### src/rtl/booth_radix4_seq_mult_if.sv
// Operand/result handshake bundle for the radix-4 Booth sequential multiplier.
interface booth_radix4_seq_mult_if #(
    parameter int unsigned DATA_WIDTH = 32
);
    logic                      i_valid;
    logic [DATA_WIDTH-1:0]     i_multiplicand;
    logic [DATA_WIDTH-1:0]     i_multiplier;
    logic                      o_ready;
    logic                      o_valid;
    logic [2*DATA_WIDTH-1:0]   o_product;
    logic                      o_busy;

    // Producer side: drives operands, observes status and result.
    modport master (
        output i_valid,
        output i_multiplicand,
        output i_multiplier,
        input  o_ready,
        input  o_valid,
        input  o_product,
        input  o_busy
    );

    // Multiplier side.
    modport slave (
        input  i_valid,
        input  i_multiplicand,
        input  i_multiplier,
        output o_ready,
        output o_valid,
        output o_product,
        output o_busy
    );
endinterface

### src/rtl/booth_radix4_seq_mult.sv
// Sequential signed radix-4 (modified Booth) multiplier with a carry-lookahead
// accumulator. One Booth digit is retired per clock; the final sum is
// published for a single o_valid cycle.

// Parallel-prefix (Kogge-Stone) carry-lookahead adder, no carry-in.
module CLA_adder #(
    parameter int unsigned WIDTH = 64
) (
    input  logic [WIDTH-1:0] i_a,
    input  logic [WIDTH-1:0] i_b,
    output logic [WIDTH-1:0] o_sum,
    output logic             o_carry
);
    localparam int unsigned LEVELS = $clog2(WIDTH);
    localparam logic [WIDTH-1:0] ONES = {WIDTH{1'b1}};

    logic [WIDTH-1:0] half_sum;
    logic [WIDTH-1:0] gen_c;
    logic [WIDTH-1:0] prop_c;

    assign half_sum = i_a ^ i_b;

    // Prefix tree: after the last level gen_c[i] is the carry out of bit i.
    always_comb begin
        gen_c  = i_a & i_b;
        prop_c = i_a ^ i_b;
        for (int lv = 0; lv < int'(LEVELS); lv++) begin
            gen_c  = gen_c | (prop_c & (gen_c << (1 << lv)));
            prop_c = prop_c & ((prop_c << (1 << lv)) | ~(ONES << (1 << lv)));
        end
    end

    assign o_sum   = half_sum ^ {gen_c[WIDTH-2:0], 1'b0};
    assign o_carry = gen_c[WIDTH-1];
endmodule

module booth_radix4_seq_mult #(
    parameter int unsigned DATA_WIDTH = 32
) (
    input  logic i_clk,
    input  logic i_rst,
    booth_radix4_seq_mult_if.slave bus
);
    localparam int unsigned ITER = DATA_WIDTH / 2;
    localparam int unsigned PW   = 2 * DATA_WIDTH;
    localparam int unsigned CW   = $clog2(ITER + 1);

    typedef enum logic [1:0] {
        IDLE = 2'd0,
        RUN  = 2'd1,
        DONE = 2'd2
    } state_t;

    state_t state_q;
    state_t state_nxt;

    logic accept_c;
    logic step_c;
    logic finish_c;

    logic [PW-1:0]         mcand_q;
    logic [DATA_WIDTH-1:0] mplier_q;
    logic                  yhist_q;
    logic [PW-1:0]         acc_q;
    logic [CW-1:0]         cnt_q;

    logic [2:0]            booth_sel_c;
    logic [PW-1:0]         pp_mag_c;
    logic                  pp_neg_c;
    logic [PW-1:0]         pp_c;
    logic [PW-1:0]         sum_c;
    logic                  carry_unused;

    logic                  ready_q;
    logic                  valid_q;
    logic                  busy_q;
    logic [PW-1:0]         product_q;

    // State register.
    always_ff @(posedge i_clk or posedge i_rst) begin
        if (i_rst) begin
            state_q <= IDLE;
        end else begin
            state_q <= state_nxt;
        end
    end

    // Next-state and control strobes. RUN spends one extra cycle after the
    // last digit so the product is taken straight from the settled accumulator.
    always_comb begin
        state_nxt = state_q;
        accept_c  = 1'b0;
        step_c    = 1'b0;
        finish_c  = 1'b0;
        unique case (state_q)
            IDLE: begin
                if (bus.i_valid) begin
                    accept_c  = 1'b1;
                    state_nxt = RUN;
                end
            end
            RUN: begin
                if (cnt_q == CW'(ITER)) begin
                    finish_c  = 1'b1;
                    state_nxt = DONE;
                end else begin
                    step_c = 1'b1;
                end
            end
            DONE: begin
                state_nxt = IDLE;
            end
            default: begin
                state_nxt = IDLE;
            end
        endcase
    end

    // Booth digit decode from the two low multiplier bits plus history bit.
    always_comb begin
        booth_sel_c = {mplier_q[1], mplier_q[0], yhist_q};
        pp_mag_c    = '0;
        pp_neg_c    = 1'b0;
        unique case (booth_sel_c)
            3'b001, 3'b010: pp_mag_c = mcand_q;
            3'b011:         pp_mag_c = mcand_q << 1;
            3'b100: begin
                pp_mag_c = mcand_q << 1;
                pp_neg_c = 1'b1;
            end
            3'b101, 3'b110: begin
                pp_mag_c = mcand_q;
                pp_neg_c = 1'b1;
            end
            default: begin
                pp_mag_c = '0;
                pp_neg_c = 1'b0;
            end
        endcase
    end

    // Negate at full width so -2M is exact even for the most-negative M.
    assign pp_c = pp_neg_c ? (~pp_mag_c + PW'(1)) : pp_mag_c;

    CLA_adder #(
        .WIDTH (PW)
    ) u_cla (
        .i_a     (acc_q),
        .i_b     (pp_c),
        .o_sum   (sum_c),
        .o_carry (carry_unused)
    );

    // Operand latch and per-digit accumulate; multiplicand pre-shifted by 2 each step.
    always_ff @(posedge i_clk or posedge i_rst) begin
        if (i_rst) begin
            mcand_q  <= '0;
            mplier_q <= '0;
            yhist_q  <= 1'b0;
            acc_q    <= '0;
            cnt_q    <= '0;
        end else if (accept_c) begin
            mcand_q  <= {{DATA_WIDTH{bus.i_multiplicand[DATA_WIDTH-1]}}, bus.i_multiplicand};
            mplier_q <= bus.i_multiplier;
            yhist_q  <= 1'b0;
            acc_q    <= '0;
            cnt_q    <= '0;
        end else if (step_c) begin
            mcand_q  <= mcand_q << 2;
            mplier_q <= mplier_q >> 2;
            yhist_q  <= mplier_q[1];
            acc_q    <= sum_c;
            cnt_q    <= cnt_q + CW'(1);
        end
    end

    // Registered status and result outputs, decoded from the upcoming state.
    always_ff @(posedge i_clk or posedge i_rst) begin
        if (i_rst) begin
            ready_q   <= 1'b1;
            valid_q   <= 1'b0;
            busy_q    <= 1'b0;
            product_q <= '0;
        end else begin
            ready_q <= (state_nxt == IDLE);
            valid_q <= (state_nxt == DONE);
            busy_q  <= (state_nxt != IDLE);
            if (finish_c) begin
                product_q <= acc_q;
            end
        end
    end

    assign bus.o_ready   = ready_q;
    assign bus.o_valid   = valid_q;
    assign bus.o_busy    = busy_q;
    assign bus.o_product = product_q;
endmodule

### src/flat_wrapper.sv
// flat-port wrapper written by rule: the top's interface ports become plain ports
module booth_radix4_seq_mult_flat 
#(
    parameter int unsigned DATA_WIDTH = 32
)
  (i_clk, i_rst, bus_i_valid, bus_i_multiplicand, bus_i_multiplier, bus_o_ready, bus_o_valid, bus_o_product, bus_o_busy);
  booth_radix4_seq_mult_if #(.DATA_WIDTH(DATA_WIDTH)) bus_i ();
  input  logic i_clk;
  input  logic i_rst;
  input wire logic [$bits(bus_i.i_valid)-1:0] bus_i_valid;
  input wire logic [$bits(bus_i.i_multiplicand)-1:0] bus_i_multiplicand;
  input wire logic [$bits(bus_i.i_multiplier)-1:0] bus_i_multiplier;
  output wire logic [$bits(bus_i.o_ready)-1:0] bus_o_ready;
  output wire logic [$bits(bus_i.o_valid)-1:0] bus_o_valid;
  output wire logic [$bits(bus_i.o_product)-1:0] bus_o_product;
  output wire logic [$bits(bus_i.o_busy)-1:0] bus_o_busy;
  assign bus_i.i_valid = bus_i_valid;
  assign bus_i.i_multiplicand = bus_i_multiplicand;
  assign bus_i.i_multiplier = bus_i_multiplier;
  assign bus_o_ready = bus_i.o_ready;
  assign bus_o_valid = bus_i.o_valid;
  assign bus_o_product = bus_i.o_product;
  assign bus_o_busy = bus_i.o_busy;
  booth_radix4_seq_mult #(.DATA_WIDTH(DATA_WIDTH)) u_core (.i_clk(i_clk), .i_rst(i_rst), .bus(bus_i));
endmodule
### config.mk
export PLATFORM = sky130hd
export DESIGN_NAME = booth_radix4_seq_mult_flat
export DESIGN_NICKNAME = d
export VERILOG_FILES = /design/src/rtl/booth_radix4_seq_mult_if.sv /design/src/rtl/booth_radix4_seq_mult.sv /design/src/flat_wrapper.sv
export SDC_FILE = /design/constraint.sdc
export NUM_CORES = 1
export LEC_CHECK = 0
export ABC_AREA = 1
export CAP_MARGIN = 0
export CORE_MARGIN = 3
export CORE_UTILIZATION = 50
export CTS_BUF_LIST = sky130_fd_sc_hd__clkbuf_2 sky130_fd_sc_hd__clkbuf_4 sky130_fd_sc_hd__clkbuf_8
export CTS_CLUSTER_SIZE = 30
export DETAILED_ROUTE_END_ITERATION = 7
export GPL_ROUTABILITY_DRIVEN = 0
export PLACE_DENSITY = 0.73
export SLEW_MARGIN = 20
export SYNTH_ARGS = -nofsm -noshare
export SYNTH_HDL_FRONTEND = slang
export SYNTH_HIERARCHICAL = 1
export SYNTH_SLANG_ARGS = --single-unit
### constraint.sdc
create_clock -name i_clk -period 10.1 [get_ports i_clk]
set_input_delay 2.525 -clock i_clk [delete_from_list [all_inputs] [get_ports i_clk]]
set_output_delay 2.525 -clock i_clk [all_outputs]
set_load 0.01 [all_outputs]
### After elaboration in Yosys (flattened, before gate mapping)

Cells that the tools add are included.

* add/sub/neg operators: 2
* equality and inequality tests: 9
* multiplexer cells: 22
* bitwise operators: 21
* reductions and logical operators: 7

Operator list (count)
* bitwise AND 63 bit: 12
* bitwise OR 63 bit: 6
* two-way mux 64 bit: 5
* case mux 64 bit (2 select lines): 1
* XOR 64 bit: 2
* adder 64 x 1 -> 64 bit (second input constant): 1
* two-way mux 32 bit: 2
* NOT 64 bit: 1
* two-way mux 5 bit: 2
* == test 3 bit (second input constant): 3
* two-way mux 1 bit: 9
* == test 3 x 2 -> 1 bit (second input constant): 2
* adder 5 x 1 -> 5 bit (second input constant): 1
* == test 5 bit (second input constant): 1
* zero test 2 bit: 2
* two-way mux 2 bit: 2
* case mux 2 bit (2 select lines): 1
* nonzero test 2 bit: 2
* OR reduction 4 bit: 1
* == test 3 x 1 -> 1 bit (second input constant): 1
* OR reduction 3 bit: 1
* == test 2 x 1 -> 1 bit (second input constant): 1
* == test 2 bit (second input constant): 1
* OR reduction 2 bit: 1

* register bits after elaboration: 235
* input port bits: 67
* output and inout bits: 67

### Logic depth before layout (Yosys ltp)

* word-level depth: 22
* gate-level depth with buffers: 32

### By module

The synthesis kept the hierarchy.

By module, submodules not included
* booth_radix4_seq_mult: times used 1, cells each 1522, area each 12772.2 um^2
* CLA_adder: times used 1, cells each 1290, area each 5870.6 um^2

### Least setup slack after synthesis

No wires, ideal clock.

* kind: input -> register
* start point: input bus_i_valid
* end point: register u_core.mcand_q[24]
* library setup time: 0.087 ns
* data arrival time: 3.642 ns
* required time: 10.013 ns
* path slack: 6.371 ns
* stages: 7
* path buffers: 2
* path through: nand3_1 inv_1 nor2_1 inv_2 buf_2 buf_2 o211ai_1

* word-level cells in the longest chain between the ends: 3
* elaborated cells between the ends (all ways): 4
* those cells by class: mux: 3; reduce/logical: 1

RTL lines
* start: declaration: RTL line flat_wrapper.sv:10 `input wire logic [$bits(bus_i.i_valid)-1:0] bus_i_valid;`
* two-way mux 1 bit (*): RTL line booth_radix4_seq_mult.sv:97 `if (bus.i_valid) begin`
* two-way mux 1 bit (*): RTL line booth_radix4_seq_mult.sv:95 `unique case (state_q)`
* two-way mux 64 bit or nonzero test 2 bit (tied branches)
* end signal: assignment: RTL line booth_radix4_seq_mult.sv:163 `mcand_q <= {{DATA_WIDTH{bus.i_multiplicand[DATA_WIDTH-1]}}, bus.i_multiplicand};`
* end signal: assignment: RTL line booth_radix4_seq_mult.sv:169 `mcand_q <= mcand_q << 2;`
* end: declaration: RTL line booth_radix4_seq_mult.sv:61 `logic [PW-1:0] mcand_q;`

Every way passes the cells marked *; elsewhere a longest branch is shown, timed or not.
A chain may end at the register's enable or synchronous reset.

### Worst setup path in the final report

* start point: input bus_i_valid
* end point: register u_core.mcand_q[36]

Same word-level chain as after synthesis.

==> qor.yml <==
critical_path:
  cp-startpoint: "bus_i_valid"
  critical-path-max-stage-delay_ns: 1.06
  critical_path.slowest_cell: "clkinv_2"
  cp_data_required_time_ns: 10.58
  critPathTopFamily: "buffers and inverters"
  critical_path.max_fanout: 95
  endpoint_kind: "flop"
  endpoint: "u_core/mcand_q[36]"
  crit_chain: "clkdlybuf4s50_1, nand3_1, inv_2, nor2_4, buf_4, clkinv_2, o21ai_0"
  rr_worst_depth: 21
  crit_arrival_ns: 6.20
  crit_type: "input pin to flop"
  r2r-end: "u_core/acc_q[58]"
  path_buf_inv: 4
  timing.rr.start: "u_core/mplier_q[0]"
  reg2reg_slack_ns: 4.93
  path_depth: 7
  worstSetupStartpointType: "input pin"
timing:
  maxSlewHeadroom: 0.265
  tns_ns: 0
  final-setup-viol-count: 0
  grt_setup_unrepaired: "no"
  period_minus_slack_ns: 5.73
  tightest_slew_ns: 1.10
  drv_slew: 0
  hold_viol: 0
  clock_skew_ns: 0.0283
  max_freq_mhz: 175
  period_share: 0.567
global_route:
  grt_pass1_vias: 17600
  grt-ovfl-total: 0
  track_usage: 0.275
  grt_max_degree: 105
  antenna_found_initial: 0
  grt_pass1_wl_um: 87900
finish:
  final_nets: 3051
  drive_above_1_share: 0.0969
  filler_cell_count: 3529
  diodes: 0
  syn2layout_area_growth_pct: 13.6
clock_network:
  clock-root-buffer: "clkbuf_8"
  cts_resized: 0
  cts_tree: "built"
  cts_buffers: 40
  clock-sinks: 235
  postCtsHoldBufs: 0
  clk_pin_slew_ns: 0.06
  clock_latency_ns: 0.61
  post_cts_buffers: 0
  htree_levels: 2
  clockBufferDepth: 3
routing:
  drc: 0
  num_vias: 18300
  wl_per_cell_um: 15.8
  viasPerCell: 5.35
  drtIter0Drc: 1702
  ant_nets: 0
  totalWireLength_um: 53900
  dr.pass1.iters: 6
die:
  die_w_um: 199
  core_mm2: 0.0366
  rows: 70
  dieHeight_um: 199
  die_area_mm2: 0.0395
  initial_utilization: 0.508
  pin_count: 134
yosys:
  synth_nets: 2941
  syn_inst: 2802
  yosys_warnings: 6
  synth.avg_cell_area_um2: 6.64
  synthesis.area_mm2: 0.0186
run_status:
  status: "completed"
placement:
  portBuffers: 133
  post-dp-hpwl_um: 42200
min_path:
  hp-class: "flop to flop"
run:
  max_cap_viol_count: 0
-- stage by stage --
stage | setup WS (ns) | area [um^2] | hold slack, ns | cells | utilization
global route | 4.09 | 21100 | 0.514 | 3410 | 0.577
CTS | 4.76 | 21100 | 0.508 | 3410 | 0.577
global placement | 4.24 | 20200 | 0.490 | 3338 | 0.553
detailed placement | 4.14 | 20200 | 0.495 | 3338 | 0.553
finish | 4.37 | 21100 | 0.501 | 3410 | 0.577
floorplan | 1.13 | 18600 | 0.453 | 2802 | -
-- worst register-to-register path, cell delays in order (launching register included) --
cell and delay, ns:
dfrtp_1 0.40, inv_1 0.12, ha_2 0.20, nand2_1 0.11, nand2_2 0.10, buf_4 0.51, clkinv_1 0.76, o21ai_2 0.46
nor2_1 0.09, xor2_1 0.21, inv_1 0.09, ha_1 0.36, nand2_1 0.13, nor2_1 0.15, inv_1 0.10, nor3_2 0.27
nand3_1 0.14, nand2_1 0.27, nand2_1 0.20, nand3_1 0.11, nand2_1 0.08, a22o_1 0.21
-- placed cells by master, fill, tap and decap left out, types with 2 or more instances in the layout --
cell type        instances
nand2_1               1031
inv_1                  470
nor2_1                 239
dfrtp_1                234
clkdlybuf4s50_1        133
nand3_1                 97
ha_1                    70
o21ai_0                 64
a22o_1                  64
mux2_2                  64
xor2_1                  62
a21oi_1                 60
nand2_2                 59
clkbuf_8                49
o221ai_1                34
nor2_2                  28
nand4_1                 21
clkbuf_4                17
a31oi_1                 16
a22oi_1                 15
nand2_4                 15
o211ai_1                14
nor3_1                  11
nor2_4                   9
o21ai_2                  9
xnor2_1                  9
buf_4                    8
inv_2                    5
nor3_2                   4
nand3_2                  4
clkinv_2                 3
inv_8                    2
and2_1                   2
nand3b_1                 2
and3_1                   2
o21bai_1                 2
-- cell type report --
class,instances,area (um^2),share of cell area
multi-input combinational,2016,10600,0.501
sequential,235,5880,0.279
inverter,478,1800,0.0854
timing repair buffer,141,1390,0.0659
clock buffer,66,802,0.0380
tap,468,586,0.0277
clock inverter,6,67.6,0.00320
-- registers in the layout (all words and copies together) (netlist names) --
register	cells
u_core/acc_q	64
u_core/bus.o_product	64
u_core/mcand_q	64
u_core/mplier_q	32
u_core/cnt_q	5
u_core/state_q	2
u_core/bus.o_busy	1
u_core/bus.o_ready	1
u_core/bus.o_valid	1
u_core/yhist_q	1
-- worst min path at each step --
stage	from	end	cells past startpoint
CTS	u_core/bus.o_product[17]	u_core/bus.o_product[17]	1
detailed placement	u_core/bus.o_product[17]	u_core/bus.o_product[17]	1
global route	u_core/bus.o_product[24]	u_core/bus.o_product[24]	1
finish	u_core/state_q[1]	u_core/bus.o_valid	1
floorplan	u_core/state_q[1]	u_core/bus.o_valid	1
global placement	u_core/bus.o_product[43]	u_core/bus.o_product[43]	1
-- per-layer routing --
metal | GRT usage | wire length [um] | up-vias | share of wire
met5 | 0 | 0 | - | 0
met4 | 0.121 | 2430 | 0 | 0.045
met3 | 0.0344 | 3930 | 148 | 0.073
met2 | 0.440 | 23800 | 741 | 0.44
met1 | 0.377 | 23700 | 8408 | 0.44
li1 | - | - | 8961 | -
Power is not shown: default switching activity piles up to over one toggle a cycle in this logic, so the estimate is an artifact.
